File: config.mk
export PLATFORM = sky130hd
export DESIGN_NAME = debounce_multi
export DESIGN_NICKNAME = d
export VERILOG_FILES = /design/src/rtl/debounce_multi_pkg.sv /design/src/rtl/debounce_multi_chan.sv /design/src/rtl/debounce_multi.sv
export SDC_FILE = /design/constraint.sdc
export NUM_CORES = 1
export LEC_CHECK = 0
export BUFFER_PORTS_ARGS = -buffer_cell sky130_fd_sc_hd__buf_4
export CORE_ASPECT_RATIO = 0.7
export CORE_UTILIZATION = 30
export CTS_BUF_LIST = sky130_fd_sc_hd__clkbuf_16
export DETAILED_ROUTE_END_ITERATION = 10
export PLACE_DENSITY = 0.55
export SLEW_MARGIN = 25
export SYNTH_ARGS = -nofsm -noshare
export SYNTH_HDL_FRONTEND = slang
export SYNTH_SLANG_ARGS = --single-unit
export TNS_END_PERCENT = 20
File: constraint.sdc
create_clock -name clk -period 3.6 [get_ports clk]
set_input_delay 0.18 -clock clk [delete_from_list [all_inputs] [get_ports clk]]
set_output_delay 0.18 -clock clk [all_outputs]
set_load 0.005 [all_outputs]
File: src/rtl/debounce_multi_pkg.sv
// Shared constants and helpers for the multi-channel debouncer.
// Optional feature macro (used by debounce_multi_chan): DEBOUNCE_LONG_PRESS_EN.
package debounce_multi_pkg;

    // Number of flops in each input synchroniser.
    localparam int SYNC_STAGES = 2;

    // All-ones value of a w-bit counter, i.e. its saturation point.
    function automatic longint unsigned max_count(input int w);
        return (64'd1 << w) - 64'd1;
    endfunction

endpackage

File: src/rtl/debounce_multi_chan.sv
// One debounce channel: 2-flop synchroniser, stability counter, debounced
// level with rise/fall strobes, and an optional long-press detector.
// Optional feature macro: DEBOUNCE_LONG_PRESS_EN (long_press tied to 0 when undefined).
module debounce_multi_chan
    import debounce_multi_pkg::*;
#(
    parameter int   CNT_WIDTH  = 6,
    parameter logic RST_VAL    = 1'b0,
    parameter int   HOLD_WIDTH = 16
) (
    input  logic clk,
    input  logic rst,
    input  logic btn,
    output logic state,
    output logic rise,
    output logic fall,
    output logic long_press
);

    localparam logic [CNT_WIDTH-1:0] CNT_MAX = CNT_WIDTH'(max_count(CNT_WIDTH));

    // Saturating increment for the stability counter.
    function automatic logic [CNT_WIDTH-1:0] cnt_sat_inc(input logic [CNT_WIDTH-1:0] v);
        return (v == CNT_MAX) ? v : v + 1'b1;
    endfunction

    logic [SYNC_STAGES-1:0] sync_p0;   // [0] first flop, [SYNC_STAGES-1] metastability-safe output
    logic                   s2;
    logic [CNT_WIDTH-1:0]   cnt_p1;
    logic                   state_p1;
    logic                   rise_p1;
    logic                   fall_p1;

    assign s2 = sync_p0[SYNC_STAGES-1];

    // Stage p0: bring the raw pin into the clk domain.
    always_ff @(posedge clk or posedge rst) begin
        if (rst) begin
            sync_p0 <= {SYNC_STAGES{RST_VAL}};
        end else begin
            sync_p0 <= {sync_p0[SYNC_STAGES-2:0], btn};
        end
    end

    // Stage p1: accept a new level only after it has differed from the
    // current level for 2**CNT_WIDTH consecutive cycles; strobe on acceptance.
    always_ff @(posedge clk or posedge rst) begin
        if (rst) begin
            cnt_p1   <= '0;
            state_p1 <= RST_VAL;
            rise_p1  <= 1'b0;
            fall_p1  <= 1'b0;
        end else begin
            rise_p1 <= 1'b0;
            fall_p1 <= 1'b0;
            if (s2 == state_p1) begin
                cnt_p1 <= '0;
            end else if (cnt_p1 != CNT_MAX) begin
                cnt_p1 <= cnt_sat_inc(cnt_p1);
            end else begin
                state_p1 <= s2;
                cnt_p1   <= '0;
                rise_p1  <= s2;
                fall_p1  <= ~s2;
            end
        end
    end

    assign state = state_p1;
    assign rise  = rise_p1;
    assign fall  = fall_p1;

`ifdef DEBOUNCE_LONG_PRESS_EN
    localparam logic [HOLD_WIDTH-1:0] HOLD_MAX = HOLD_WIDTH'(max_count(HOLD_WIDTH));

    // Saturating increment for the hold counter.
    function automatic logic [HOLD_WIDTH-1:0] hold_sat_inc(input logic [HOLD_WIDTH-1:0] v);
        return (v == HOLD_MAX) ? v : v + 1'b1;
    endfunction

    logic [HOLD_WIDTH-1:0] hold_p2;
    logic                  lp_p2;

    // Stage p2: time how long the channel sits in its active level; one
    // strobe when the count first reaches its maximum, then it saturates.
    always_ff @(posedge clk or posedge rst) begin
        if (rst) begin
            hold_p2 <= '0;
            lp_p2   <= 1'b0;
        end else begin
            lp_p2 <= 1'b0;
            if (state_p1 != RST_VAL) begin
                if (hold_p2 != HOLD_MAX) begin
                    hold_p2 <= hold_sat_inc(hold_p2);
                    lp_p2   <= (hold_p2 == HOLD_MAX - 1'b1);
                end
            end else begin
                hold_p2 <= '0;
            end
        end
    end

    assign long_press = lp_p2;
`else
    assign long_press = 1'b0;
`endif

endmodule

File: src/rtl/debounce_multi.sv
// N-channel debouncer: one independent debounce_multi_chan per button.
// Optional feature macro: DEBOUNCE_LONG_PRESS_EN (enables long_press strobes).
module debounce_multi
    import debounce_multi_pkg::*;
#(
    parameter int   N          = 4,
    parameter int   CNT_WIDTH  = 6,
    parameter logic RST_VAL    = 1'b0,
    parameter int   HOLD_WIDTH = 16
) (
    input  logic         clk,
    input  logic         rst,
    input  logic [N-1:0] btn,
    output logic [N-1:0] state,
    output logic [N-1:0] rise,
    output logic [N-1:0] fall,
    output logic [N-1:0] long_press
);

    // One channel per button; no state is shared between channels.
    for (genvar i = 0; i < N; i++) begin : g_chan
        debounce_multi_chan #(
            .CNT_WIDTH (CNT_WIDTH),
            .RST_VAL   (RST_VAL),
            .HOLD_WIDTH(HOLD_WIDTH)
        ) u_chan (
            .clk       (clk),
            .rst       (rst),
            .btn       (btn[i]),
            .state     (state[i]),
            .rise      (rise[i]),
            .fall      (fall[i]),
            .long_press(long_press[i])
        );
    end

endmodule

==> flow_summary_export.csv <==
group,metric,value,unit
status,status,"complete, no violations",
grt,grt_pass1_wl,4.650,mm
sta,final.period_utilization,38.86,%
power,total_net_switching_power,0.2146,mW
clocking,cts_sinks,44,
power,intPower,0.9244,mW
yosys,synth.largest_area_cell,"sky130_fd_sc_hd__dfrtp_1",
clocking,ctsResizeCount,0,
detailed_routing,firstDrtPassIters,4,
grt,initial_antenna_violation_count,0,
worst_setup_path,timing_worst_setup_path_type,"flip-flop to flip-flop",
clocking,clock-root-buffer,"sky130_fd_sc_hd__clkbuf_16",
detailed_routing,vias,1084,
floorplan,die-area,6590,um^2
yosys,synth.yosys.warnings,0,
grt,grt.overflow.total,0,
worst_setup_path,worstPathCellList,"ha_1 -> nand4_1 -> or2_4 -> mux2_4",
worst_setup_path,worstReg2RegStart,"g_chan[3].u_chan.cnt_p1[1]",
floorplan,floorplan.die.height,68.22,um
clocking,clock_path_buffers,2,
yosys,avgSynthCellArea,11.89,um^2
yosys,ys_top_cells_by_area,"sky130_fd_sc_hd__dfrtp_1, sky130_fd_sc_hd__buf_4, sky130_fd_sc_hd__xor2_1",
clocking,worst_skew_pair_later_pin_latency,0.28,ns
yosys,synth-seq-area-share,58.59,%
worst_setup_path,cp_slowest_stage_delay,0.37,ns
yosys,yosys_register_bits,44,
worst_setup_path,slowest_stage,"sky130_fd_sc_hd__dfrtp_1",
worst_setup_path,critical_path.max_fanout,4,
sta,report.final.hold_viol_count,0,
worst_setup_path,worst-endpoint-arrival,1.57,ns
sta,relSlewSlack,63.65,%
cells_and_area,post_layout_nets,184,
min_path,worstHoldPathType,"primary input to async pin",
power,power_switching_share,18.84,%
placed_design,routabilityCongestion,0.7816,
clocking,clkSlewWorstSetupHoldPaths,0.06,ns
detailed_routing,route.detailed.drc,0,
yosys,synthCells,158,
worst_setup_path,crit_path_end_kind,"flip-flop",
clocking,clock_tree.htree_level_count,2,
worst_setup_path,r2r_slack,2.20,ns
placed_design,port-buffer-count,17,
power,power_frac_clock,50.0,%
grt,via_count_of_the_first_global_routing_pass,983,
cells_and_area,syn2layout_area_growth,18.38,%
power,finalPower,1.139,mW
sta,clock.fmax,0.7148,GHz
sta,setup_viol,0,
power,seq_power_share,46.1,%
detailed_routing,vias_per_cell,4.353,
floorplan,boundary_pins,22,
worst_setup_path,critical_path.startpoint_type,"flip-flop",
sta,min_period,1.399,ns
placed_design,hpwlAfterDp,1.843,mm
sta,setup_repair_after_global_routing_missed_its_margin,"false",
sta,timing_worst_slew_pin_value,0.5452,ns
worst_setup_path,data_required_critical_path,3.77,ns
run,max_cap_viols,0,
grt,grt_max_degree,45,
power,pwr_density_cell,512.0,nW/um^2
power,pwr-share-comb,4.0,%
worst_setup_path,worst_setup_path_startpoint,"g_chan[3].u_chan.cnt_p1[1]",
floorplan,start_util,32.01,%
floorplan,standard_cell_rows,23,
yosys,area_share_of_the_leading_cell_type_in_the_synthesized_netlist,58.59,%
cells_and_area,post_route_cells_drive_above_1_share,20.11,%
yosys,synth.distinct_cells,22,
detailed_routing,wirelength,2.757,mm
clocking,tritoncts,"yes",
floorplan,die-width,96.60,um
detailed_routing,drt_first_iter_violations,36,
clocking,tritoncts.num_buffers,5,
clocking,post_cts.repair.setup_buffers,0,
sta,drv_slew,0,
sta,final.setup_skew,0.004883,ns
clocking,cts_hold_buffers,3,
sta,setup-tns-final,0,ns
detailed_routing,detail_route.wl_per_cell,11.07,um
detailed_routing,antenna_violating_nets_post_route,0,
grt,grt_use_total,9.292,%
floorplan,core_area,5871,um^2
power,vdd_drop_max,178.0,uV
cells_and_area,num_antenna_cells,0,
yosys,synthesis.area,1879,um^2
power,p_leak,1.023,nW
## routing by layer
metal,vias up,global-route usage [%],part of all wire [%]
met5,-,0,0
met4,0,3.358,0.44
met3,2,4.392,5.4
met2,20,12.94,41
met1,521,12.51,54
li1,541,-,-
## cells in the final DEF (no fill, tap or decap)
cell type                        n
sky130_fd_sc_hd__dfrtp_1        44
sky130_fd_sc_hd__buf_4          18
sky130_fd_sc_hd__nor2_1         16
sky130_fd_sc_hd__xor2_1         11
sky130_fd_sc_hd__xnor2_1         9
sky130_fd_sc_hd__o21ai_0         8
sky130_fd_sc_hd__nor3b_1         8
sky130_fd_sc_hd__nand3_1         7
sky130_fd_sc_hd__and3_1          5
sky130_fd_sc_hd__nand2_1         5
sky130_fd_sc_hd__a21oi_1         5
sky130_fd_sc_hd__clkbuf_16       5
sky130_fd_sc_hd__ha_1            4
sky130_fd_sc_hd__conb_1          4
sky130_fd_sc_hd__dlygate4sd3_1   4
sky130_fd_sc_hd__nand3_2         3
sky130_fd_sc_hd__or3_1           3
sky130_fd_sc_hd__mux2_2          2
sky130_fd_sc_hd__inv_1           2
sky130_fd_sc_hd__nand4_1         2
sky130_fd_sc_hd__or2_4           2
sky130_fd_sc_hd__mux2_4          2
sky130_fd_sc_hd__bufinv_16       2
sky130_fd_sc_hd__and3_2          1
sky130_fd_sc_hd__nand4b_1        1
sky130_fd_sc_hd__clkinv_1        1
## power groups by stage
stage / sequential [mW] / clock [mW] / combinational [mW]
finish: 0.525 / 0.569 / 0.0452
global route: 0.527 / 0.610 / 0.0525
CTS: 0.524 / 0.590 / 0.0462
detailed placement: 0.533 / 0 / 0.0433
global placement: 0.533 / 0 / 0.0435
floorplan: 0.530 / 0 / 0.0333
## synth_stat cells
cell type	count
sky130_fd_sc_hd__nor2_1	16
sky130_fd_sc_hd__ha_1	4
sky130_fd_sc_hd__nand3_2	3
sky130_fd_sc_hd__nor3b_1	8
sky130_fd_sc_hd__mux2_2	2
sky130_fd_sc_hd__dfrtp_1	44
sky130_fd_sc_hd__nand4b_1	1
sky130_fd_sc_hd__nand2_1	5
sky130_fd_sc_hd__and3_1	5
sky130_fd_sc_hd__and3_2	1
sky130_fd_sc_hd__nand4_1	2
sky130_fd_sc_hd__or3_1	3
sky130_fd_sc_hd__conb_1	1
sky130_fd_sc_hd__buf_4	16
sky130_fd_sc_hd__or2_4	2
sky130_fd_sc_hd__a21oi_1	5
sky130_fd_sc_hd__inv_1	3
sky130_fd_sc_hd__xor2_1	11
sky130_fd_sc_hd__o21ai_0	8
sky130_fd_sc_hd__xnor2_1	9
sky130_fd_sc_hd__mux2_4	2
sky130_fd_sc_hd__nand3_1	7
## critical path, delay by kind of cell (launching register included)
kind / cells / cell delay, ns
multiplexers: 1 / 0.29
flip-flops: 1 / 0.37
adder cells (fa/ha/maj): 1 / 0.22
AND/OR/NAND/NOR: 2 / 0.40
## final cells by class
class                           count  area (um^2)
Fill cell                         577         3646
Clock inverter                      2        60.06
Clock buffer                        5        125.1
Inverter                            3        11.26
Timing Repair Buffer               22        175.2
Sequential cell                    44         1101
Tap cell                           75        93.84
Multi-Input combinational cell     98        658.1
## cells by family after synthesis
| group | Yosys count | synth area share, % |
|---|---|---|
| xor+xnor | 20 | 9.321 |
| simple gates | 53 | 15.98 |
| compound gates | 13 | 3.462 |
| other cells | 1 | 0.1995 |
| fa+ha+maj | 4 | 2.663 |
| flops | 44 | 58.59 |
| mux | 4 | 2.796 |
| buf+inv | 19 | 6.991 |
## stage by stage
stage	setup WS (ns)	utilization (%)	hold WS, ns	instance area [um^2]	instances
global route	2.134	37.89	0.07429	2225	249
finish	2.201	37.89	0.03045	2225	249
floorplan	2.252	-	0.2114	1891	161
global placement	2.223	34.06	0.2900	1999	238
CTS	2.199	37.72	0.001133	2215	248
detailed placement	2.209	34.06	0.2913	1999	238
## final timing paths
check	to	cells after the start
worst max-delay path	g_chan[3].u_chan.state	4
worst min-delay path	g_chan[2].u_chan.sync_p0[0]	3
worst max register to register	g_chan[3].u_chan.state	4
worst min register to register	g_chan[3].u_chan.sync_p0[1]	0
max in group asynchronous	g_chan[0].u_chan.cnt_p1[5]	3
min in group clk	g_chan[3].u_chan.sync_p0[1]	0
## registers in the layout, summed over array words and instances (netlist names)
| register | count |
|---|---|
| g_chan.u_chan.rise | 4 |
| g_chan.u_chan.fall | 4 |
| g_chan.u_chan.cnt_p1 | 24 |
| g_chan.u_chan.state | 4 |
| g_chan.u_chan.sync_p0 | 8 |
(Power assumes the default switching activity.)
